--- src/rtl/hex_display_pkg.sv ---
// hex_display_pkg: constants shared by the multiplexed hex display driver and its glyph decoder.
// Segment vectors are active-low in the order {g,f,e,d,c,b,a}.
package hex_display_pkg;

  localparam int DIGITS = 4;

  localparam logic [6:0] SEG_OFF = 7'b1111111;

  // Entry n is the glyph for nibble n: 0-9, A, b, C, d, E, F.
  localparam logic [15:0][6:0] SEG7_TABLE = {
    7'h0E, 7'h06, 7'h21, 7'h46, 7'h03, 7'h08, 7'h10, 7'h00,
    7'h78, 7'h02, 7'h12, 7'h19, 7'h30, 7'h24, 7'h79, 7'h40
  };

endpackage

--- src/rtl/hex_to_seg7.sv ---
// hex_to_seg7: combinational nibble to active-low seven-segment glyph decode.
module hex_to_seg7
  import hex_display_pkg::*;
(
  input  logic [3:0] i_nibble,
  output logic [6:0] o_seg
);

  assign o_seg = SEG7_TABLE[i_nibble];

endmodule

--- src/rtl/hex_display_driver.sv ---
// hex_display_driver: captures a 16-bit word and time-multiplexes it onto a 4-digit active-low display.
// Define LEADING_ZERO_BLANK_EN to darken leading zero digits (digit 0 is always shown).
module hex_display_driver
  import hex_display_pkg::*;
#(
  parameter int REFRESH_DIV = 50000
) (
  input  logic        clk,
  input  logic        reset,
  input  logic [15:0] value,
  input  logic        load,
  input  logic        blank,
  output logic [3:0]  anode,
  output logic [6:0]  seg,
  output logic        dp
);

  localparam int CNT_W = $clog2(REFRESH_DIV);
  localparam logic [CNT_W-1:0] CNT_LAST = CNT_W'(REFRESH_DIV - 1);

  logic [15:0]       r_capture;
  logic [CNT_W-1:0]  r_refresh_cnt;
  logic [1:0]        r_digit;
  logic              r_flag;
  logic [1:0]        r_frames;
  logic [3:0]        r_anode;
  logic [6:0]        r_seg;
  logic              r_dp;

  logic              w_wrap;
  logic              w_frame_end;
  logic              w_new_value;
  logic [3:0]        w_nibble;
  logic [6:0]        w_glyph;
  logic              w_suppress;
  logic [DIGITS-1:0] w_select;

  // load is a single-cycle strobe with no back-pressure: value is taken on every edge where load is high.
  assign w_wrap      = (r_refresh_cnt == CNT_LAST);
  assign w_frame_end = w_wrap && (r_digit == 2'd3);
  assign w_new_value = load && (value != r_capture);
  assign w_nibble    = r_capture[{r_digit, 2'b00} +: 4];
  assign w_select    = ~(DIGITS'(1) << r_digit);

  hex_to_seg7 u_hex_to_seg7 (
    .i_nibble (w_nibble),
    .o_seg    (w_glyph)
  );

`ifdef LEADING_ZERO_BLANK_EN
  always_comb begin
    w_suppress = 1'b0;
    case (r_digit)
      2'd3:    w_suppress = (r_capture[15:12] == 4'h0);
      2'd2:    w_suppress = (r_capture[15:8] == 8'h00);
      2'd1:    w_suppress = (r_capture[15:4] == 12'h000);
      default: w_suppress = 1'b0;
    endcase
  end
`else
  assign w_suppress = 1'b0;
`endif

  // Scan position free-runs regardless of blank.
  always_ff @(posedge clk or posedge reset) begin
    if (reset) begin
      r_refresh_cnt <= '0;
      r_digit       <= 2'd0;
    end else if (w_wrap) begin
      r_refresh_cnt <= '0;
      r_digit       <= r_digit + 2'd1;
    end else begin
      r_refresh_cnt <= r_refresh_cnt + CNT_W'(1);
    end
  end

  // A differing load restarts the four-frame window and wins over expiry on the same edge.
  always_ff @(posedge clk or posedge reset) begin
    if (reset) begin
      r_capture <= 16'h0000;
      r_flag    <= 1'b0;
      r_frames  <= 2'd0;
    end else begin
      if (load) begin
        r_capture <= value;
      end
      if (w_new_value) begin
        r_flag   <= 1'b1;
        r_frames <= 2'd0;
      end else if (r_flag && w_frame_end) begin
        if (r_frames == 2'd3) begin
          r_flag <= 1'b0;
        end
        r_frames <= r_frames + 2'd1;
      end
    end
  end

  always_ff @(posedge clk or posedge reset) begin
    if (reset) begin
      r_anode <= 4'b1111;
      r_seg   <= SEG_OFF;
      r_dp    <= 1'b1;
    end else begin
      if (blank || w_suppress) begin
        r_anode <= 4'b1111;
        r_seg   <= SEG_OFF;
      end else begin
        r_anode <= w_select;
        r_seg   <= w_glyph;
      end
      r_dp <= ~(r_flag && (r_digit == 2'd0) && !blank);
    end
  end

  assign anode = r_anode;
  assign seg   = r_seg;
  assign dp    = r_dp;

endmodule

--- config.mk ---
export PLATFORM = sky130hd
export DESIGN_NAME = hex_display_driver
export DESIGN_NICKNAME = d
export VERILOG_FILES = /design/src/rtl/hex_display_pkg.sv /design/src/rtl/hex_to_seg7.sv /design/src/rtl/hex_display_driver.sv
export SDC_FILE = /design/constraint.sdc
export NUM_CORES = 1
export LEC_CHECK = 0
export BUFFER_PORTS_ARGS = -buffer_cell sky130_fd_sc_hd__buf_2
export CAP_MARGIN = 20
export CORE_UTILIZATION = 62
export DETAILED_ROUTE_END_ITERATION = 12
export GPL_ROUTABILITY_DRIVEN = 0
export PLACE_DENSITY_LB_ADDON = 0.2
export SLEW_MARGIN = 5
export SYNTH_ARGS = -nofsm -noshare
export SYNTH_HDL_FRONTEND = slang
export SYNTH_SLANG_ARGS = --single-unit
--- constraint.sdc ---
create_clock -name clk -period 4.6 [get_ports clk]
set_input_delay 0.92 -clock clk [delete_from_list [all_inputs] [get_ports clk]]
set_output_delay 0.92 -clock clk [all_outputs]
set_load 0.005 [all_outputs]
# Word level (Yosys, flattened, before mapping)
# Memories as Yosys holds them, arrays and structs flattened.
# Index checks and enable logic that the tools add are counted.
# Widths: inputs -> output; s select.
# totals
ff_bits	49
mem_bits_ro	112
input_bits	20
wordCells	40
memories	1
# mem_list
memory	depth	width	read_ports	rd_clocked_by_memory_dff	wr	line	source
(no name shown)	16	7	1	0	0	hex_to_seg7.sv:9	assign o_seg = SEG7_TABLE[i_nibble];
# classes
addsub	3
magnitude_cmp	1
eq_ne	4
shift	2
muxes	9
bitwise	2
reduce_logical	10
# op_table
op	count
$add 16x1->16 const B	1
$eq 16x16->1 const B	1
$mux 16	1
$ne 16x16->1	1
$shiftx 16x5->4	1
$mux 7	2
$logic_and 1x1->1	5
$lt 4x5->1 const B	1
$add 2x1->2 const B	2
$eq 2x2->1 const B	2
$mux 2	2
$mux 4	1
$not 4->4	1
$reduce_bool 2->1	2
$shl 1x2->4 const A	1
$mux 1	3
$logic_not 2->1	1
$reduce_and 2->1	1
$logic_not 1->1	1
$not 1->1	1

# Depth between registers and ports, before layout
# logic_depth
depth_word	5
depth_mapped	8

# Modules after synthesis
# From an unflattened synthesis, not the netlist that was laid out.
# unflattened
hier_cells	217
area_unflattened_um2	2590.0
# by_module_without_submodules
module	n_inst	cells_per_inst	area_per_inst_um2	seq_area_each_um2
hex_display_driver	1	185	2314.7	1241.2
hex_to_seg7	1	32	275.3	0.0

# Worst setup path before layout
# OpenSTA, ideal clock, no wires.
# synth_timing
kind	input to register
start	input port load
end	register r_capture[0]
arrival_ps	1903
t_required_ps	4475
setup_slack_ps	2572
stages	3
path_buffers	2
path_cell_list	clkbuf_1 -> buf_1 -> mux2_2
# synth_lines
element	line	source
from (decl)	hex_display_driver.sv:11	input logic load,
to (signal assigned)	hex_display_driver.sv:85	r_capture <= value;
to (decl)	hex_display_driver.sv:21	logic [15:0] r_capture;
# No word-level cell between the ends.

# Worst setup path in the final report
# layout_timing
start	register r_digit[0]
end	register r_seg[3] (netlist: seg[3])
# layout_between
elab_chain_len	4
# layout_rtl
element	line	source
from (decl)	hex_display_driver.sv:23	logic [1:0] r_digit;
from (signal assigned)	hex_display_driver.sv:71	r_digit <= r_digit + 2'd1;
$shiftx 16x5->4	hex_display_driver.sv:42	assign w_nibble = r_capture[{r_digit, 2'b00} +: 4];
$mem_v2 16x7	-	
$mux 7 (implied by the code)	hex_to_seg7.sv:9	
$mux 7	hex_display_driver.sv:105	if (blank || w_suppress) begin
to (signal assigned)	hex_display_driver.sv:110	r_seg <= w_glyph;
to (decl)	hex_display_driver.sv:27	logic [6:0] r_seg;
# No other way between the ends. The select of a mux whose other input is x is not followed.
# A chain may end at the register's enable or synchronous reset.

==> reports/qor.yml <==
synth:
  synth_top_cell_area_share_pct: 36.8
  ys_seq_elements: 49
  synth-simple-area-share_pct: 13.3
  synthMuxAreaShare_pct: 13.8
  syn_area_sq_mm: 0.00252
  synth_top_area_cell: "dfrtp_1"
  synth_cells: 214
  ys_seq_area_share_pct: 49.3
  synthXorXnorAreaFrac_pct: 10.1
  synth_fp_nets: 246
  synthDistinctLibCells: 36
  synth_top_family_by_area: "multiplexers"
  synthTopCellsByArea: "dfrtp_1, dfstp_2, xnor2_1, mux2_2, ha_1"
  synthAdderAreaFrac_pct: 5.97
  syn_avg_cell_area_sq_um: 11.8
  synth-compound-area-share_pct: 4.67
  yosysWarnings: 0
timing:
  skew_ns: 0.0109
  slew_headroom_pct: 69.8
  setup_violations: 0
  timing.final.ws_setup_ns: 2.41
  drv_slew: 0
  rsz0062_at_grt: "false"
  tightest_slew_ns: 0.453
  fin_tns_setup_ns: 0
  hold_viol_final: 0
  fin_hold_ws_ns: 0.491
  fin_crit_ns: 2.19
  fmax_ghz: 0.456
  final.period_utilization_pct: 47.7
clocking:
  htreeDepth: 2
  cts_sinks: 49
  cts_tree: "yes"
  clock_latency_ns: 0.31
  cts_setup_buffers: 0
  clockBufferDepth: 2
  path_clk_slew_ns: 0.09
  cts-root-buf: "clkbuf_8"
  cts_buffers: 5
  ctsResizeCount: 0
  hold_buffers: 0
routing:
  antenna_left: 0
  vias: 1654
  first_pass_iters: 4
  drtIter0Drc: 80
  routed_wl_mm: 4.28
  wire_per_inst_microns: 14.5
  route.detailed.drc: 0
  vias_per_cell: 5.61
cells_and_area:
  fin_cells: 295
  utilization_pct: 74.4
  finalNetCount: 278
  layout_commonest_cell: "dfrtp_1"
  area_growth_pct: 11.4
  layout_common_cells: "dfrtp_1, buf_2, xnor2_1"
  drive_gt1_share_pct: 30.4
  diodes: 0
  final_cell_area_sq_mm: 0.00280
floorplan:
  start_util_pct: 66.7
  fp.coreArea_sq_mm: 0.00377
  dieArea_sq_mm: 0.00432
  die_w_microns: 65.7
  die_h_microns: 65.7
  std_cell_rows: 22
  ioPinCount: 32
power:
  power_density_mw_per_mm2: 304
  ir_drop_uv: 216
  p_total_uw: 852
  p_leak_nw: 1.23
  pwr-share-comb_pct: 14.2
  seqPwrFrac_pct: 55.6
  p_int_uw: 644
  p_switching_uw: 208
  p_sw_share_pct: 24.4
  p_clk_share_pct: 30.2
setup_path:
  cp-end-kind: "flip-flop"
  max_stage_delay_ns: 0.65
  r2r_cells: 7
  crit_required_ns: 4.84
  timing.critical_path.mode_cell: "inv_1"
  arrival_ns: 2.43
  cpMaxStageDelayCell: "mux4_2"
  worstSetupPathType: "flip-flop to flip-flop"
  cp_cell_sequence: "mux4_2 > inv_1 > ha_1 > inv_1 > mux2i_1 > nor3_1 > a31oi_1"
  cp_max_fo: 7
  start_kind: "flip-flop"
global_routing:
  grt_pass1_vias: 1587
  grt_max_degree: 50
  grt_pass1_wl_mm: 7.29
  antenna_found_initial: 0
  grt_use_total_pct: 23.1
  overflow: 0
placed_design:
  dp.cells: 286
  post_dp_cell_area_sq_mm: 0.00269
  dp_hpwl_mm: 3.05
  post-place-ws_ns: 2.42
  io_buffers: 31
hold_path:
  hold_class: "flip-flop to flip-flop"
  min_path_cells: 1
run:
  max_cap_violations: 0
status:
  status: "completed"
path summary, 6_finish.rpt:
path                                     end               from  slack (ns)
max                                   seg[3]         r_digit[0]        2.41
min                        r_refresh_cnt[15]  r_refresh_cnt[15]        0.49
max reg2reg                           seg[3]         r_digit[0]        2.41
min reg2reg                r_refresh_cnt[15]  r_refresh_cnt[15]        0.49
max in group asynchronous           anode[3]              reset        3.56
min in group asynchronous         r_digit[1]              reset        0.51
critical path, delay by kind of cell (launching register included):
family	cells	cell delay, ns
DFF	1	0.59
AOI/OAI and AO/OA	1	0.15
adders and majority gates	1	0.26
and+or+nand+nor	1	0.08
muxes	2	0.83
buffers and inverters	2	0.21
Yosys cell counts:
| master | number |
|---|---|
| xnor2_1 | 26 |
| mux2i_1 | 5 |
| mux2_4 | 1 |
| buf_1 | 1 |
| a221o_1 | 1 |
| inv_1 | 9 |
| nor3_1 | 4 |
| dfstp_2 | 12 |
| ha_1 | 12 |
| o21ai_0 | 5 |
| xor2_1 | 3 |
| nor2b_1 | 2 |
| buf_6 | 1 |
| dfrtp_1 | 37 |
| and2_1 | 1 |
| nand2_1 | 12 |
| mux2_2 | 17 |
| nor4bb_1 | 2 |
| nand2b_1 | 2 |
| a21oi_1 | 5 |
| clkbuf_1 | 2 |
| nand3_1 | 7 |
| nor2_1 | 14 |
| o311ai_1 | 1 |
| nor4b_1 | 1 |
| and4_1 | 4 |
| a211o_1 | 2 |
| buf_2 | 3 |
| or2_2 | 2 |
| mux4_2 | 4 |
| or3_1 | 2 |
| nand4_1 | 8 |
| o41a_1 | 1 |
| a31oi_1 | 2 |
| o211ai_1 | 1 |
| and3_1 | 2 |
flip-flops by register name, summed over array words and instances (netlist names):
name / count
anode: 4
dp: 1
r_refresh_cnt: 16
r_capture: 16
r_frames: 2
r_flag: 1
seg: 7
r_digit: 2
routing by layer:
layer / global-route usage, % / routed length [microns]
met4: 9.51 / 72
met3: 5.73 / 196
met1: 32.2 / 2140
met5: 0 / 0
met2: 34.4 / 1870
layout make-up:
type,count,area [sq um]
sequential,49,1240
clock buffer,8,90.1
inverter,9,33.8
tap,48,60.1
fill,273,967
timing repair buffer,32,175
multi-input combinational,149,1200
cells by family (layout without fill, tap and decap cells):
| kind of cell | count (synthesis) | in the layout |
|---|---|---|
| adder cells (fa/ha/maj) | 12 | 12 |
| AND/OR/NAND/NOR | 63 | 63 |
| AO/OA/AOI/OAI | 18 | 18 |
| buffers and inverters | 16 | 49 |
| XOR/XNOR | 29 | 29 |
| multiplexers | 27 | 27 |
| flip-flops | 49 | 49 |
power groups by stage:
| stage | Clock, mW | Combinational (mW) | Sequential, mW |
|---|---|---|---|
| 2_1_floorplan | 0 | 0.0851 | 0.480 |
| 3_3_place_gp | 0 | 0.115 | 0.481 |
| 3_5_place_dp | 0 | 0.119 | 0.482 |
| 4_1_cts | 0.263 | 0.119 | 0.474 |
| 5_1_grt | 0.278 | 0.135 | 0.477 |
| 6_report | 0.258 | 0.121 | 0.474 |
Note: power is estimated with default switching activity, not from simulation.
